`src/rtl/floppy_track_ctrl_pkg.sv`:
```
`default_nettype none
// ============================================================================
//  Package     : apple2_disk_pkg
//  Description : Shared geometry constants, FSM state encoding and the
//                track-to-LBA helper for the Disk II track buffer controller.
//  Revision    : 1.0 - initial release
// ============================================================================
package apple2_disk_pkg;

  // 512-byte SD blocks per 6656-byte NIB track
  localparam int SECTORS_PER_TRACK = 13;
  // Number of tracks that exist on an image
  localparam int NUM_TRACKS        = 35;
  // Width of the head track number
  localparam int TRACK_W           = 6;
  // Width of the sector index (must hold SECTORS_PER_TRACK itself)
  localparam int SEC_W             = 4;

  typedef enum logic [1:0] {
    ST_IDLE  = 2'd0,
    ST_WRITE = 2'd1,
    ST_READ  = 2'd2
  } disk_state_e;

  // First SD block of a track; 6-bit track times a small constant cannot overflow 32 bits
  function automatic logic [31:0] track_lba(input logic [TRACK_W-1:0] trk, input int sectors);
    return 32'(trk) * 32'(sectors);
  endfunction

endpackage
`default_nettype wire

```
`src/rtl/floppy_track_ctrl_if.sv`:
```
`default_nettype none
// ============================================================================
//  Interface   : floppy_track_ctrl_if
//  Description : Bundles the Apple II core track-buffer signals and the
//                hps_io SD block handshake seen by the track controller.
//                master = controller side, slave = core / hps_io side.
//  Revision    : 1.0 - initial release
// ============================================================================
interface floppy_track_ctrl_if;

  // Core side
  logic [apple2_disk_pkg::TRACK_W-1:0] track;
  logic                                track_we;
  logic [apple2_disk_pkg::SEC_W-1:0]   track_sec;
  logic                                cpu_wait;
  logic                                busy;

  // Image status from hps_io
  logic                                img_mounted;
  logic                                img_present;
  logic                                img_readonly;

  // SD block handshake
  logic [31:0]                         sd_lba;
  logic                                sd_rd;
  logic                                sd_wr;
  logic                                sd_ack;

  modport master (
    input  track, track_we, img_mounted, img_present, img_readonly, sd_ack,
    output sd_lba, sd_rd, sd_wr, track_sec, cpu_wait, busy
  );

  modport slave (
    output track, track_we, img_mounted, img_present, img_readonly, sd_ack,
    input  sd_lba, sd_rd, sd_wr, track_sec, cpu_wait, busy
  );

endinterface
`default_nettype wire

```
`src/rtl/floppy_track_ctrl_sd_block_seq.sv`:
```
`default_nettype none
// ============================================================================
//  Module      : sd_block_seq
//  Description : Runs one track's worth of SD block transfers in either
//                direction. Tracks sd_ack edges against a registered copy,
//                advances the LBA on each ack rise, the sector index on each
//                ack fall, and drops the request on the last block's ack rise.
//  Revision    : 1.0 - initial release
// ============================================================================
module sd_block_seq
  import apple2_disk_pkg::*;
#(
  parameter int SECTORS = SECTORS_PER_TRACK
) (
  input  wire logic              clk,
  input  wire logic              rst_n,
  input  wire logic              i_start,
  input  wire logic              i_start_wr,
  input  wire logic [31:0]       i_start_lba,
  input  wire logic              i_sd_ack,
  output logic [31:0]            o_sd_lba,
  output logic                   o_sd_rd,
  output logic                   o_sd_wr,
  output logic [SEC_W-1:0]       o_track_sec,
  output logic                   o_last_fall
);

  localparam logic [SEC_W-1:0] c_last_sec = SEC_W'(SECTORS - 1);
  localparam logic [SEC_W-1:0] c_sec_one  = SEC_W'(1);

  logic              r_ack;
  logic              r_active;
  logic [31:0]       r_lba;
  logic              r_rd;
  logic              r_wr;
  logic [SEC_W-1:0]  r_sec;

  logic              w_ack_rise;
  logic              w_ack_fall;
  logic              w_last_sec;

  assign w_ack_rise  = i_sd_ack & ~r_ack;
  assign w_ack_fall  = ~i_sd_ack & r_ack;
  assign w_last_sec  = (r_sec == c_last_sec);
  // The final block's ack falling ends the burst; the parent reacts on the same edge
  assign o_last_fall = r_active & w_ack_fall & w_last_sec;

  // Ack edge history, request levels, block address and sector index
  always_ff @(posedge clk or negedge rst_n) begin
    if (!rst_n) begin
      r_ack    <= 1'b0;
      r_active <= 1'b0;
      r_lba    <= 32'd0;
      r_rd     <= 1'b0;
      r_wr     <= 1'b0;
      r_sec    <= '0;
    end else begin
      r_ack <= i_sd_ack;
      if (i_start) begin
        // A new burst overrides whatever the previous one was finishing
        r_active <= 1'b1;
        r_lba    <= i_start_lba;
        r_rd     <= ~i_start_wr;
        r_wr     <= i_start_wr;
        r_sec    <= '0;
      end else if (r_active) begin
        if (w_ack_rise && (r_rd || r_wr)) begin
          r_lba <= r_lba + 32'd1;
          if (w_last_sec) begin
            r_rd <= 1'b0;
            r_wr <= 1'b0;
          end
        end
        if (w_ack_fall) begin
          r_sec <= r_sec + c_sec_one;
          if (w_last_sec) begin
            r_active <= 1'b0;
          end
        end
      end
    end
  end

  assign o_sd_lba    = r_lba;
  assign o_sd_rd     = r_rd;
  assign o_sd_wr     = r_wr;
  assign o_track_sec = r_sec;

endmodule
`default_nettype wire

```
`src/rtl/floppy_track_ctrl.sv`:
```
`default_nettype none
// ============================================================================
//  Module      : floppy_track_ctrl
//  Description : Disk II track buffer sequencer. Writes a dirty track back to
//                the SD image, then loads the newly selected track, holding
//                the CPU in wait while the buffer is being exchanged. Image
//                mounts invalidate the buffer and force a fresh load.
//  Revision    : 1.0 - initial release
// ============================================================================
module floppy_track_ctrl
  import apple2_disk_pkg::*;
#(
  parameter int SECTORS = SECTORS_PER_TRACK,
  parameter int TRACKS  = NUM_TRACKS
) (
  input  wire logic           clk_sys,
  input  wire logic           reset_n,
  floppy_track_ctrl_if.master bus
);

  // One extra bit so TRACKS up to 64 still compares correctly
  localparam logic [TRACK_W:0] c_tracks = TRACKS[TRACK_W:0];

  disk_state_e         r_state;
  disk_state_e         w_state_nxt;

  logic [TRACK_W-1:0]  r_cur_track;
  logic [TRACK_W-1:0]  r_target;
  logic                r_loaded;
  logic                r_dirty;
  logic                r_remount;
  logic                r_mnt;
  logic                r_cpu_wait;
  logic                r_busy;

  logic [TRACK_W-1:0]  w_cur_nxt;
  logic [TRACK_W-1:0]  w_target_nxt;
  logic                w_loaded_nxt;
  logic                w_dirty_nxt;
  logic                w_remount_nxt;
  logic                w_busy_nxt;

  logic                w_mnt_rise;
  logic                w_remount;
  logic                w_consume;
  logic                w_start;
  logic                w_start_wr;
  logic [TRACK_W-1:0]  w_start_trk;
  logic                w_last_fall;
  logic                w_track_valid;
  logic                w_track_moved;

  // A mount edge in the current cycle already counts, so a simultaneous
  // track change cannot sneak a write-back of the discarded buffer in first
  assign w_mnt_rise    = bus.img_mounted & ~r_mnt;
  assign w_remount     = r_remount | w_mnt_rise;
  assign w_track_valid = ({1'b0, bus.track} < c_tracks);
  assign w_track_moved = (bus.track != r_cur_track);

  // State register
  always_ff @(posedge clk_sys or negedge reset_n) begin
    if (!reset_n) begin
      r_state <= ST_IDLE;
    end else begin
      r_state <= w_state_nxt;
    end
  end

  // Next-state decision and burst launch
  always_comb begin
    w_state_nxt = r_state;
    w_start     = 1'b0;
    w_start_wr  = 1'b0;
    w_start_trk = bus.track;
    w_consume   = 1'b0;
    case (r_state)
      ST_IDLE: begin
        // Never raise a request while hps_io is still acknowledging
        if (!bus.sd_ack) begin
          if (w_remount) begin
            w_consume = 1'b1;
            if (bus.img_present) begin
              w_state_nxt = ST_READ;
              w_start     = 1'b1;
            end
          end else if (r_loaded && w_track_moved && r_dirty) begin
            w_state_nxt = ST_WRITE;
            w_start     = 1'b1;
            w_start_wr  = 1'b1;
            w_start_trk = r_cur_track;
          end else if ((!r_loaded || w_track_moved) && bus.img_present && w_track_valid) begin
            w_state_nxt = ST_READ;
            w_start     = 1'b1;
          end
        end
      end
      ST_WRITE: begin
        if (w_last_fall) begin
          w_state_nxt = ST_READ;
          w_start     = 1'b1;
          w_start_trk = r_target;
        end
      end
      ST_READ: begin
        if (w_last_fall) begin
          w_state_nxt = ST_IDLE;
        end
      end
      default: begin
        w_state_nxt = ST_IDLE;
      end
    endcase
  end

  // Next values of buffer bookkeeping and the registered status outputs
  always_comb begin
    w_busy_nxt    = (w_state_nxt != ST_IDLE);
    w_target_nxt  = r_target;
    w_cur_nxt     = r_cur_track;
    w_loaded_nxt  = r_loaded;
    w_dirty_nxt   = r_dirty;
    w_remount_nxt = w_consume ? 1'b0 : w_remount;

    if (r_state == ST_IDLE && w_start) begin
      w_target_nxt = bus.track;
    end
    if (r_state == ST_IDLE && bus.track_we && r_loaded && !bus.img_readonly) begin
      w_dirty_nxt = 1'b1;
    end
    if (w_consume) begin
      w_dirty_nxt  = 1'b0;
      w_loaded_nxt = 1'b0;
    end
    if (r_state == ST_WRITE && w_last_fall) begin
      w_dirty_nxt = 1'b0;
    end
    if (r_state == ST_READ && w_last_fall) begin
      w_cur_nxt    = r_target;
      w_loaded_nxt = 1'b1;
    end
  end

  // Bookkeeping and status registers
  always_ff @(posedge clk_sys or negedge reset_n) begin
    if (!reset_n) begin
      r_cur_track <= '0;
      r_target    <= '0;
      r_loaded    <= 1'b0;
      r_dirty     <= 1'b0;
      r_remount   <= 1'b0;
      r_mnt       <= 1'b0;
      r_cpu_wait  <= 1'b0;
      r_busy      <= 1'b0;
    end else begin
      r_cur_track <= w_cur_nxt;
      r_target    <= w_target_nxt;
      r_loaded    <= w_loaded_nxt;
      r_dirty     <= w_dirty_nxt;
      r_remount   <= w_remount_nxt;
      r_mnt       <= bus.img_mounted;
      r_cpu_wait  <= w_busy_nxt;
      r_busy      <= w_busy_nxt;
    end
  end

  sd_block_seq #(
    .SECTORS (SECTORS)
  ) u_seq (
    .clk         (clk_sys),
    .rst_n       (reset_n),
    .i_start     (w_start),
    .i_start_wr  (w_start_wr),
    .i_start_lba (track_lba(w_start_trk, SECTORS)),
    .i_sd_ack    (bus.sd_ack),
    .o_sd_lba    (bus.sd_lba),
    .o_sd_rd     (bus.sd_rd),
    .o_sd_wr     (bus.sd_wr),
    .o_track_sec (bus.track_sec),
    .o_last_fall (w_last_fall)
  );

  assign bus.cpu_wait = r_cpu_wait;
  assign bus.busy     = r_busy;

endmodule
`default_nettype wire

```
`src/flat_wrapper.sv`:
```
// flat-port wrapper written by rule: the top's interface ports become plain ports
module floppy_track_ctrl_flat import apple2_disk_pkg::*;
#(
  parameter int SECTORS = SECTORS_PER_TRACK,
  parameter int TRACKS  = NUM_TRACKS
)
  (clk_sys, reset_n, bus_track, bus_track_we, bus_img_mounted, bus_img_present, bus_img_readonly, bus_sd_ack, bus_sd_lba, bus_sd_rd, bus_sd_wr, bus_track_sec, bus_cpu_wait, bus_busy);
  floppy_track_ctrl_if bus_i ();
  input  wire logic clk_sys;
  input  wire logic reset_n;
  input wire logic [$bits(bus_i.track)-1:0] bus_track;
  input wire logic [$bits(bus_i.track_we)-1:0] bus_track_we;
  input wire logic [$bits(bus_i.img_mounted)-1:0] bus_img_mounted;
  input wire logic [$bits(bus_i.img_present)-1:0] bus_img_present;
  input wire logic [$bits(bus_i.img_readonly)-1:0] bus_img_readonly;
  input wire logic [$bits(bus_i.sd_ack)-1:0] bus_sd_ack;
  output wire logic [$bits(bus_i.sd_lba)-1:0] bus_sd_lba;
  output wire logic [$bits(bus_i.sd_rd)-1:0] bus_sd_rd;
  output wire logic [$bits(bus_i.sd_wr)-1:0] bus_sd_wr;
  output wire logic [$bits(bus_i.track_sec)-1:0] bus_track_sec;
  output wire logic [$bits(bus_i.cpu_wait)-1:0] bus_cpu_wait;
  output wire logic [$bits(bus_i.busy)-1:0] bus_busy;
  assign bus_i.track = bus_track;
  assign bus_i.track_we = bus_track_we;
  assign bus_i.img_mounted = bus_img_mounted;
  assign bus_i.img_present = bus_img_present;
  assign bus_i.img_readonly = bus_img_readonly;
  assign bus_i.sd_ack = bus_sd_ack;
  assign bus_sd_lba = bus_i.sd_lba;
  assign bus_sd_rd = bus_i.sd_rd;
  assign bus_sd_wr = bus_i.sd_wr;
  assign bus_track_sec = bus_i.track_sec;
  assign bus_cpu_wait = bus_i.cpu_wait;
  assign bus_busy = bus_i.busy;
  floppy_track_ctrl #(.SECTORS(SECTORS), .TRACKS(TRACKS)) u_core (.clk_sys(clk_sys), .reset_n(reset_n), .bus(bus_i));
endmodule
```
`config.mk`:
```
export PLATFORM = sky130hd
export DESIGN_NAME = floppy_track_ctrl_flat
export DESIGN_NICKNAME = d
export VERILOG_FILES = /design/src/rtl/floppy_track_ctrl_pkg.sv /design/src/rtl/floppy_track_ctrl_if.sv /design/src/rtl/floppy_track_ctrl_sd_block_seq.sv /design/src/rtl/floppy_track_ctrl.sv /design/src/flat_wrapper.sv
export SDC_FILE = /design/constraint.sdc
export NUM_CORES = 1
export LEC_CHECK = 0
export CORE_MARGIN = 2
export CORE_UTILIZATION = 30
export CTS_BUF_LIST = sky130_fd_sc_hd__clkbuf_8
export DETAILED_ROUTE_END_ITERATION = 10
export SYNTH_ARGS = -nofsm -noshare
export SYNTH_HDL_FRONTEND = slang
export SYNTH_SLANG_ARGS = --single-unit
```
`constraint.sdc`:
```
create_clock -name clk_sys -period 3.99 [get_ports clk_sys]
set_input_delay 0.798 -clock clk_sys [delete_from_list [all_inputs] [get_ports clk_sys]]
set_output_delay 0.798 -clock clk_sys [all_outputs]
set_load 0.01 [all_outputs]
```
# Yosys cells after proc, flatten, opt, wreduce, memory -nomap -nowiden
# Cells that the tools add are included.
# word_totals
out_inout_bits	40
input_bits	13
mem_bits_rw	0
romBits	0
elab_cells	106
latchBits	0
register_bits	59
n_memories	0
# op_classes
multipliers	1
order_cmp	1
mux	48
add_sub_neg	2
n_div	0
reduce_logical	26
bitwise_logic	10
n_eq_ne	4
shift	0
# ops
cell	count
$mux 32	3
$add 32x1->32 const B	1
$mux 1	28
$mux 6	4
$mux 2	7
$mux 4	3
$pmux 6 s2	1
$reduce_bool 2->1	6
$logic_and 1x1->1	11
$mul 6x4->10 const B	1
$lt 6x6->1 const B	1
$ne 6x6->1	1
$pmux 2 s3	1
$and 1x1->1	5
$add 4x1->4 const B	1
$eq 4x4->1 const B	1
$not 1->1	4
$reduce_and 2->1	2
$reduce_and 3->1	1
$reduce_bool 3->1	1
$eq 2x1->1 const B	1
$eq 2x2->1 const B	1
$logic_not 1->1	2
$logic_not 2->1	1
other kinds (3)	4

# Longest topological paths before layout
# Gate-level depths: netlist of run 1.
# logic_depth
ltp_word	11
ltp_mapped	19
mapped_depth_nobuf	18

# Modules after synthesis
# A second synthesis of run 1 with hierarchy kept.
# unflattened
hier_cells	415
area_unflattened_um2	3841.2
# by_module_without_submodules
module	n_inst	cells_each	area_per_inst_um2	seq_area_each_um2
sd_block_seq	1	262	2302.2	1001.0
floppy_track_ctrl	1	153	1539.0	475.5

# Worst setup path before layout of run 1
# No wires, ideal clock.
# synth_path
path_kind	input port to flip-flop
startpoint	input port bus_sd_ack
endpoint	register u_core.u_seq.r_lba[8] (netlist: u_core.u_seq.o_sd_lba[8])
path_buffers	2
setup_ps	143
arrival_time_ps	4150
setup_slack_ps	-303
required_ps	3847
cell_stages	18
path_cell_list	buf_6 > and3b_1 > clkbuf_1 > and2_0 > nor2_1 > or3_1 > a2bb2oi_1 > ha_1 > inv_1 > fa_1 > inv_1 > ha_1 > a21oi_1 > nand2_1 > a21o_1 > a21oi_1 > xor2_1 > o221ai_1
# synth_via
elab_chain_len	8
word_cells_on_any_way	17
classes_between	mul: 1; mux: 7; bitwise: 5; reduce/logical: 4
# synth_lines
element	line_no	text
start: declaration	flat_wrapper.sv:16	input wire logic [$bits(bus_i.sd_ack)-1:0] bus_sd_ack;
$not 1->1	floppy_track_ctrl_sd_block_seq.sv:43	assign w_ack_fall = ~i_sd_ack & r_ack;
$and 1x1->1	floppy_track_ctrl_sd_block_seq.sv:43	
$and 1x1->1 (2 in a row)	floppy_track_ctrl_sd_block_seq.sv:46	assign o_last_fall = r_active & w_ack_fall & w_last_sec;
$mux 6 / $mux 1 (equally long branches)	floppy_track_ctrl.sv:98	if (w_last_fall) begin
$pmux 6 s2 / $pmux 1 s2 (equally long branches)	floppy_track_ctrl.sv:76	case (r_state)
$mul 6x4->10 / $reduce_bool 2->1 (equally long branches)	-	
$mux 32 / $reduce_and 2->1 (equally long branches)	-	
end signal: assignment	floppy_track_ctrl_sd_block_seq.sv:62	r_lba <= i_start_lba;
end signal: assignment	floppy_track_ctrl_sd_block_seq.sv:68	r_lba <= r_lba + 32'd1;
end: declaration	floppy_track_ctrl_sd_block_seq.sv:33	logic [31:0] r_lba;
# Parallel ways exist; a longest one is shown, timed or not.
# A chain may end at the register's enable or synchronous reset.

# Worst setup path in the final report of run 1
# layout_path
startpoint	input port bus_img_mounted
endpoint	register u_core.u_seq.r_lba[8] (netlist: u_core.u_seq.o_sd_lba[8])
# layout_via
elab_chain_len	7
word_cells_on_any_way	13
classes_between	mul: 1; mux: 7; bitwise: 2; reduce/logical: 3
# layout_lines
element	line_no	text
start: declaration	flat_wrapper.sv:13	input wire logic [$bits(bus_i.img_mounted)-1:0] bus_img_mounted;
$and 1x1->1 *	floppy_track_ctrl.sv:55	assign w_mnt_rise = bus.img_mounted & ~r_mnt;
$or 1x1->1 *	floppy_track_ctrl.sv:56	assign w_remount = r_remount | w_mnt_rise;
$mux 6 / $mux 1 (equally long branches)	floppy_track_ctrl.sv:80	if (w_remount) begin
$mux 6 / $mux 1 (equally long branches)	floppy_track_ctrl.sv:79	if (!bus.sd_ack) begin
$pmux 6 s2 / $pmux 1 s2 (equally long branches)	floppy_track_ctrl.sv:76	
$mul 6x4->10 / $reduce_bool 2->1 (equally long branches)	-	
$mux 32 / $reduce_and 2->1 (equally long branches)	-	
# Every way passes the cells marked *; elsewhere a longest branch is shown, timed or not.

==> results of run 1 <==
[routing by layer]
metal	global-route usage	wire length, um	vias up
li1	-	-	1557
met1	0.197	4370	1554
met2	0.270	4730	58
met3	0.0424	382	11
met4	0.0545	132	0
met5	0	0	-
[worst max-delay path, stage by stage]
cell and delay, ps:
buf_6 90, nor2b_4 110, or4_4 540, buf_4 160
nand2_1 50, o21ai_0 80, o22ai_1 180, a21oi_2 80
ha_1 290, inv_1 50, fa_1 520, inv_1 60
ha_4 250, a21oi_2 140, nand2_2 70, a21o_1 180
a21oi_2 140, xor2_1 150, o221ai_1 130
[cell families (layout without fill, tap and decap cells)]
| kind of cell | Yosys count | after routing | synth area share |
|---|---|---|---|
| compound gates | 67 | 67 | 0.122 |
| buf+inv | 37 | 136 | 0.0461 |
| fa+ha+maj | 22 | 22 | 0.0818 |
| flops | 59 | 59 | 0.405 |
| xor+xnor | 39 | 39 | 0.0938 |
| simple gates | 150 | 150 | 0.208 |
| mux | 14 | 14 | 0.0430 |
[how the worst min path moves through the flow]
| stage | to |
|---|---|
| global route | u_core.r_mnt |
| CTS | u_core.r_mnt |
| finish | u_core.u_seq.r_active |
| detailed placement | u_core.u_seq.r_active |
| floorplan | u_core.r_cur_track[0] |
| global placement | u_core.u_seq.r_active |
[what timing repair did]
action / in CTS / in global routing
pin swaps: 19 / 18
setup endpoints to repair: 4 / 4
buffers inserted: 3 / 2
hold buffers: 0 / 0
resized for setup: 25 / 23
[state kept, by name, indices dropped and copies added, names as in the netlist]
| signal | count |
|---|---|
| u_core.r_target | 6 |
| u_core.r_loaded | 1 |
| u_core.bus.cpu_wait | 1 |
| u_core.u_seq.r_active | 1 |
| u_core.r_state | 2 |
| u_core.u_seq.o_sd_rd | 1 |
| u_core.r_remount | 1 |
| u_core.r_cur_track | 6 |
| u_core.u_seq.r_ack | 1 |
| u_core.r_mnt | 1 |
| u_core.u_seq.o_sd_lba | 32 |
| u_core.u_seq.o_sd_wr | 1 |
| u_core.r_dirty | 1 |
| u_core.u_seq.o_track_sec | 4 |
[cells in the final DEF, fill, tap and decap left out, types with 5 or more instances in the layout]
master,count
nand2_1,33
ha_4,6
nor3_1,9
xnor2_1,15
dlymetal6s2s_1,6
or3_1,5
nand4_1,7
clkdlybuf4s50_1,43
ha_1,12
nand3_1,16
xor2_1,23
mux2_2,13
nor2_1,43
inv_1,23
dfrtp_1,59
buf_4,45
a21oi_2,5
a21oi_1,11
clkbuf_8,10
and3_1,5
o21ai_0,12
[stage by stage]
stage          setup slack [ps]  cell area, sq um  TNS, ps  instances  total power, uW
2_1_floorplan             -20.2              3690    -40.1        388             1040
3_3_place_gp               -517              4610    -2280        613             1300
3_5_place_dp               -598              4610    -2630        613             1310
4_1_cts                   0.628              4880        0        632             1880
5_1_grt                   -19.8              5020    -19.8        634             2010
6_report                    123              5020        0        634             1870
[power by group]
group / internal [uW] / switching (uW)
clock network: 295 / 241
logic: 298 / 255
registers: 677 / 109
[area by class of cell]
| cell class | count | area, sq um | area share |
|---|---|---|---|
| flip-flops and latches | 59 | 1480 | 0.294 |
| repair buffers | 98 | 876 | 0.174 |
| well taps | 147 | 184 | 0.0366 |
| clock buffers | 10 | 138 | 0.0274 |
| multi-input cells | 292 | 2210 | 0.441 |
| clock inverters | 6 | 50.0 | 0.00997 |
| inverters | 22 | 82.6 | 0.0165 |
==> flow_summary_export.csv, run 1 <==
group,metric,value,unit
layout,final_core_util,0.421,
sta,fin_crit,3870,ps
floorplan,rows,40,
clock_network,path_clk_slew,70,ps
layout,finalNetCount,517,
worst_setup_path,rrSetupSlack,290,ps
clock_network,clock_path_buffers,2,
worst_setup_path,startpoint,"bus_img_mounted",
synthesis,syn-num-nets,423,
hold_path,hold_start,"u_core.u_seq.r_active",
global_route,grt_pass1_wl,16.2,mm
synthesis,ys_top_cells_by_count,"59 x dfrtp_1, 44 x nor2_1, 35 x nand2_1",
sta,post-route-period-util,0.969,
global_route,first_global_vias,3329,
floorplan,fp.dieH,114,um
floorplan,fp.dieArea,13000,sq um
synthesis,yosysTopAreaCellShare,0.405,
synthesis,synthTopCellsByArea,"dfrtp_1 41%, ha_1 6.5%, xor2_1 5.8%",
floorplan,num_io_pins,53,
worst_setup_path,cp_max_fo,5,
sta,fin_skew,8.13,ps
sta,tightestPinTransition,817,ps
synthesis,synth-edff-count,0,
synthesis,ys_seq_area_frac,0.405,
route,wl_per_cell,15.2,um
clock_network,cts_sinks,59,
global_route,grt_max_degree,35,
worst_setup_path,cp-start-kind,"primary input",
layout,synthToLayoutAreaGrowth,37.9,%
route,drt_iter0_drc,245,
synthesis,synthDistinctLibCells,59,
sta,final-max-slew-violation-count,0,
route,vias,3180,
layout,diodes,0,
hold_path,hold_depth,1,
clock_network,cts_tree,"done",
clock_network,cts-root-buf,"clkbuf_8",
run_status,status,"complete, no violations",
hold_path,hold_path_class,"reg2reg",
synthesis,synthArstFlopShare,1.00,
worst_setup_path,r2r_end,"u_core.u_seq.o_sd_lba[9]",
route,drc,0,
layout,fillers,1191,
layout,drive_gt1_frac,0.236,
sta,finalHoldViolCount,0,
floorplan,start_util,0.306,
synthesis,syn_inst,388,
place,port_buffers,52,
clock_network,cts_buffers,9,
worst_setup_path,critical_path_required,4210,ps
place,place.gp.congestion,0.879,
pwr,ir_drop,0.253,mV
job,drv_cap,0,
floorplan,die_width,114,um
worst_setup_path,cp-endpoint,"u_core.u_seq.o_sd_lba[8]",
route,drt_wl_total,9.61,mm
pwr,power.leakage,0.00228,uW
route,drtAntennaViolNets,0,
sta,rsz0062_at_grt,"yes",
sta,relSlewSlack,0.455,
synthesis,synth_most_common_cell,"dfrtp_1",
global_route,grt_use_total,0.160,
synthesis,synth.avg_cell_area,9.38,sq um
worst_setup_path,cp-end-kind,"register",
clock_network,clk_latency,360,ps
synthesis,syn-cell-area,3640,sq um
worst_setup_path,r2r_start,"u_core.u_seq.o_track_sec[0]",
sta,fmax,259,MHz
sta,setup_viol_count_final,0,
global_route,grt_overflow_total,0,
worst_setup_path,critPathKind,"in2reg",
floorplan,core-area,11900,sq um
route,first_pass_iters,4,
clock_network,htree_num_levels,3,
worst_setup_path,arrival,4090,ps
synthesis,synth_seq_cells,59,
synthesis,synth-warning-count,0,
worst_setup_path,rr_worst_depth,18,
global_route,antenna_found_initial,0,
synthesis,ys.flop_type,"dfrtp_1",
sta,whs,521,ps
synthesis,synth.largest_area_cell,"dfrtp_1",
place,post-dp-hpwl,7.09,mm
route,viasPerCell,5.02,
pwr,pwr_density_cell,374,nW/um^2
Note: power is estimated with default switching activity, not from simulation.
==> run 2, diff against run 1 <==
CORE_ASPECT_RATIO = 1.2   (was unset)
clock period = 4.55 ns   (was 3.99 ns; I/O delays follow)
==> run 2 against run 1 <==
  * Cell count up 1.7%
  * Non-clock buffer count is 3 lower
  * Count of clock-buffer cells in the layout did not move
  * Sequential share of layout area up 0.93 points
  * Critical path depth down 1
  * Sequential power decreased by 13%
  * Wire length shrank 2.5%
  * Clock power shrank 9.9%
  * Power down 13%
  * Sequential cell count is the same
  * Combinational power fell by 18%
  * Register-to-register slack better by 440 ps
  * Critical endpoint is now u_core.u_seq.o_sd_lba[9]
  * Largest power group unchanged
  * Highest routed layer unchanged
==> flow_summary_export.csv, run 2 (synthesis gave the netlist of run 1 again) <==
group,metric,value,unit
global_route,met1_usage,0.181,
route,wl_per_cell,14.5,um
route,first_pass_iters,4,
pwr,pwr_density_cell,333,nW/um^2
clock_network,path_clk_slew,70,ps
sta,setup_viol_count_final,0,
sta,relSlewSlack,0.396,
worst_setup_path,crit_path_frequent_cell,"inv_1",
worst_setup_path,path_cells,"clkdlybuf4s50_1 -> inv_1 -> buf_4 -> o221a_4 -> or4_1 -> a32oi_1 -> a211o_1 -> ha_1 -> inv_1 -> fa_1 -> inv_1 -> fa_2 -> nand3_2 -> nand2_2 -> a21o_1 -> a21oi_2 -> xor2_1 -> mux2i_1",
layout,largest_reg_flops,32,
layout,final_common_cell,"dfrtp_1",
floorplan,fp.dieH,125,um
global_route,grt_pass1_wl,15.9,mm
global_route,gr-usage-met2,0.263,
route,vias,3164,
floorplan,num_io_pins,53,
clock_network,htree_num_levels,3,
clock_network,clock_path_buffers,2,
global_route,busiest_layer,"met2",
clock_network,cts-root-buf,"clkbuf_8",
clock_network,cts_tree,"done",
layout,mostFrequentLayoutCells,"59 x dfrtp_1, 49 x clkdlybuf4s50_1, 44 x nor2_1",
worst_setup_path,critical_path_required,4760,ps
worst_setup_path,arrival,4560,ps
sta,post-route-period-util,0.957,
route,drc,0,
floorplan,core-area,11900,sq um
floorplan,start_util,0.305,
route,drt_iter0_drc,115,
global_route,first_global_vias,3239,
sta,fin_skew,6.52,ps
layout,synthToLayoutAreaGrowth,33.6,%
sta,final-max-slew-violation-count,0,
global_route,antenna_found_initial,0,
clock_network,cts_sinks,59,
route,drt_wl_total,9.37,mm
place,port_buffers,52,
layout,finalNetCount,514,
layout,diodes,0,
worst_setup_path,startpoint,"bus_track[5]",
clock_network,clk_latency,340,ps
hold_path,hold_start,"u_core.r_target[4]",
sta,rsz0062_at_grt,"no",
sta,fmax,230,MHz
worst_setup_path,cp-start-kind,"primary input",
worst_setup_path,cp-end-kind,"register",
sta,whs,536,ps
global_route,grt_util_met3,0.0209,
sta,fin_crit,4350,ps
pwr,ir_drop,0.138,mV
place,post-dp-hpwl,7.16,mm
clock_network,hold_buffers,0,
sta,setup_ws,197,ps
worst_setup_path,critPathKind,"in2reg",
worst_setup_path,r2r_end,"u_core.u_seq.o_sd_lba[8]",
floorplan,die_width,105,um
layout,drive_gt1_frac,0.194,
place,place_ws,-376,ps
layout,design_area,4870,sq um
global_route,grt_overflow_total,0,
floorplan,rows,44,
worst_setup_path,rrSetupSlack,730,ps
global_route,grt_use_total,0.149,
worst_setup_path,r2r_start,"u_core.u_seq.o_track_sec[0]",
worst_setup_path,rr_worst_depth,18,
worst_setup_path,worst_path_max_delay_cell,"clkdlybuf4s50_1",
job,drv_cap,0,
route,viasPerCell,4.91,
place,place_area,4590,sq um
route,drtAntennaViolNets,0,
sta,tightestPinTransition,883,ps
worst_setup_path,max_stage_delay,480,ps
hold_path,hold_path_class,"reg2reg",
pwr,power.leakage,0.00220,uW
run_status,status,"complete, no violations",
layout,fillers,1242,
sta,finalHoldViolCount,0,
clock_network,cts_buffers,9,
global_route,grt_max_degree,32,
place,place.gp.congestion,0.869,
floorplan,fp.dieArea,13000,sq um
worst_setup_path,cp_max_fo,4,
hold_path,hold_path_end,"u_core.r_cur_track[4]",
hold_path,hold_depth,1,
-- run 2: cell count changes in the layout (fill, tap and decap cells not counted), sizes merged --
cell	delta
clkinv	+2
clkdlybuf4s50	+6
dlymetal6s2s	-4
clkinvlp	+1
buf	-5
inv	-3
-- run 2: final cells by class --
cell class	instances	area [sq um]	share of cell area
clock inverter	6	56.3	0.0116
multi-input combinational	292	2070	0.425
inverter	22	82.6	0.0170
clock buffer	10	138	0.0283
tap	161	201	0.0414
timing repair buffer	95	843	0.173
sequential	59	1480	0.303
-- run 2: where the power goes --
part / leakage (uW) / switching (uW) / internal [uW]
sequential: 0.000766 / 92.8 / 594
combinational: 0.00133 / 210 / 243
clock: 0.000103 / 220 / 263
-- run 2: how the worst max path moves through the flow --
stage	endpoint	slack [ps]	depth (start not counted)
6_report	u_core.u_seq.o_sd_lba[9]	200	18
3_3_place_gp	u_core.u_seq.o_sd_lba[9]	-260	17
5_1_grt	u_core.u_seq.o_sd_lba[9]	8	18
3_5_place_dp	u_core.u_seq.o_sd_lba[9]	-380	18
2_1_floorplan	u_core.u_seq.o_sd_lba[8]	150	18
4_1_cts	u_core.u_seq.o_sd_lba[9]	20	18
-- run 2: what timing repair did --
item	4_1_cts	5_1_grt
setup endpoints to repair	1	4
buffers inserted	0	1
pin swaps	0	8
gates resized for setup	1	18
-- run 2: worst max-delay path, delay by kind of cell --
kind / cells / cell delay (ps)
mux: 1 / 80
compound gates: 5 / 940
xor+xnor: 1 / 150
fa+ha+maj: 3 / 1030
buf+inv: 5 / 850
simple gates: 3 / 610
-- run 2: stage by stage --
step	std cells	setup TNS (ps)	util	power [uW]
2_1_floorplan	388	0	-	905
3_3_place_gp	628	-763	0.384	1120
3_5_place_dp	628	-1160	0.384	1130
4_1_cts	644	0	0.401	1620
5_1_grt	645	0	0.407	1720
6_report	645	0	0.407	1620
-- run 2: routing by layer --
metal  routed length (um)  up-vias  share of wire
met3                  335       14          0.036
met2                 4840       66           0.52
met1                 4030     1533           0.43
li1                     -     1551              -
met4                  166        0          0.018
met5                    0        -              0
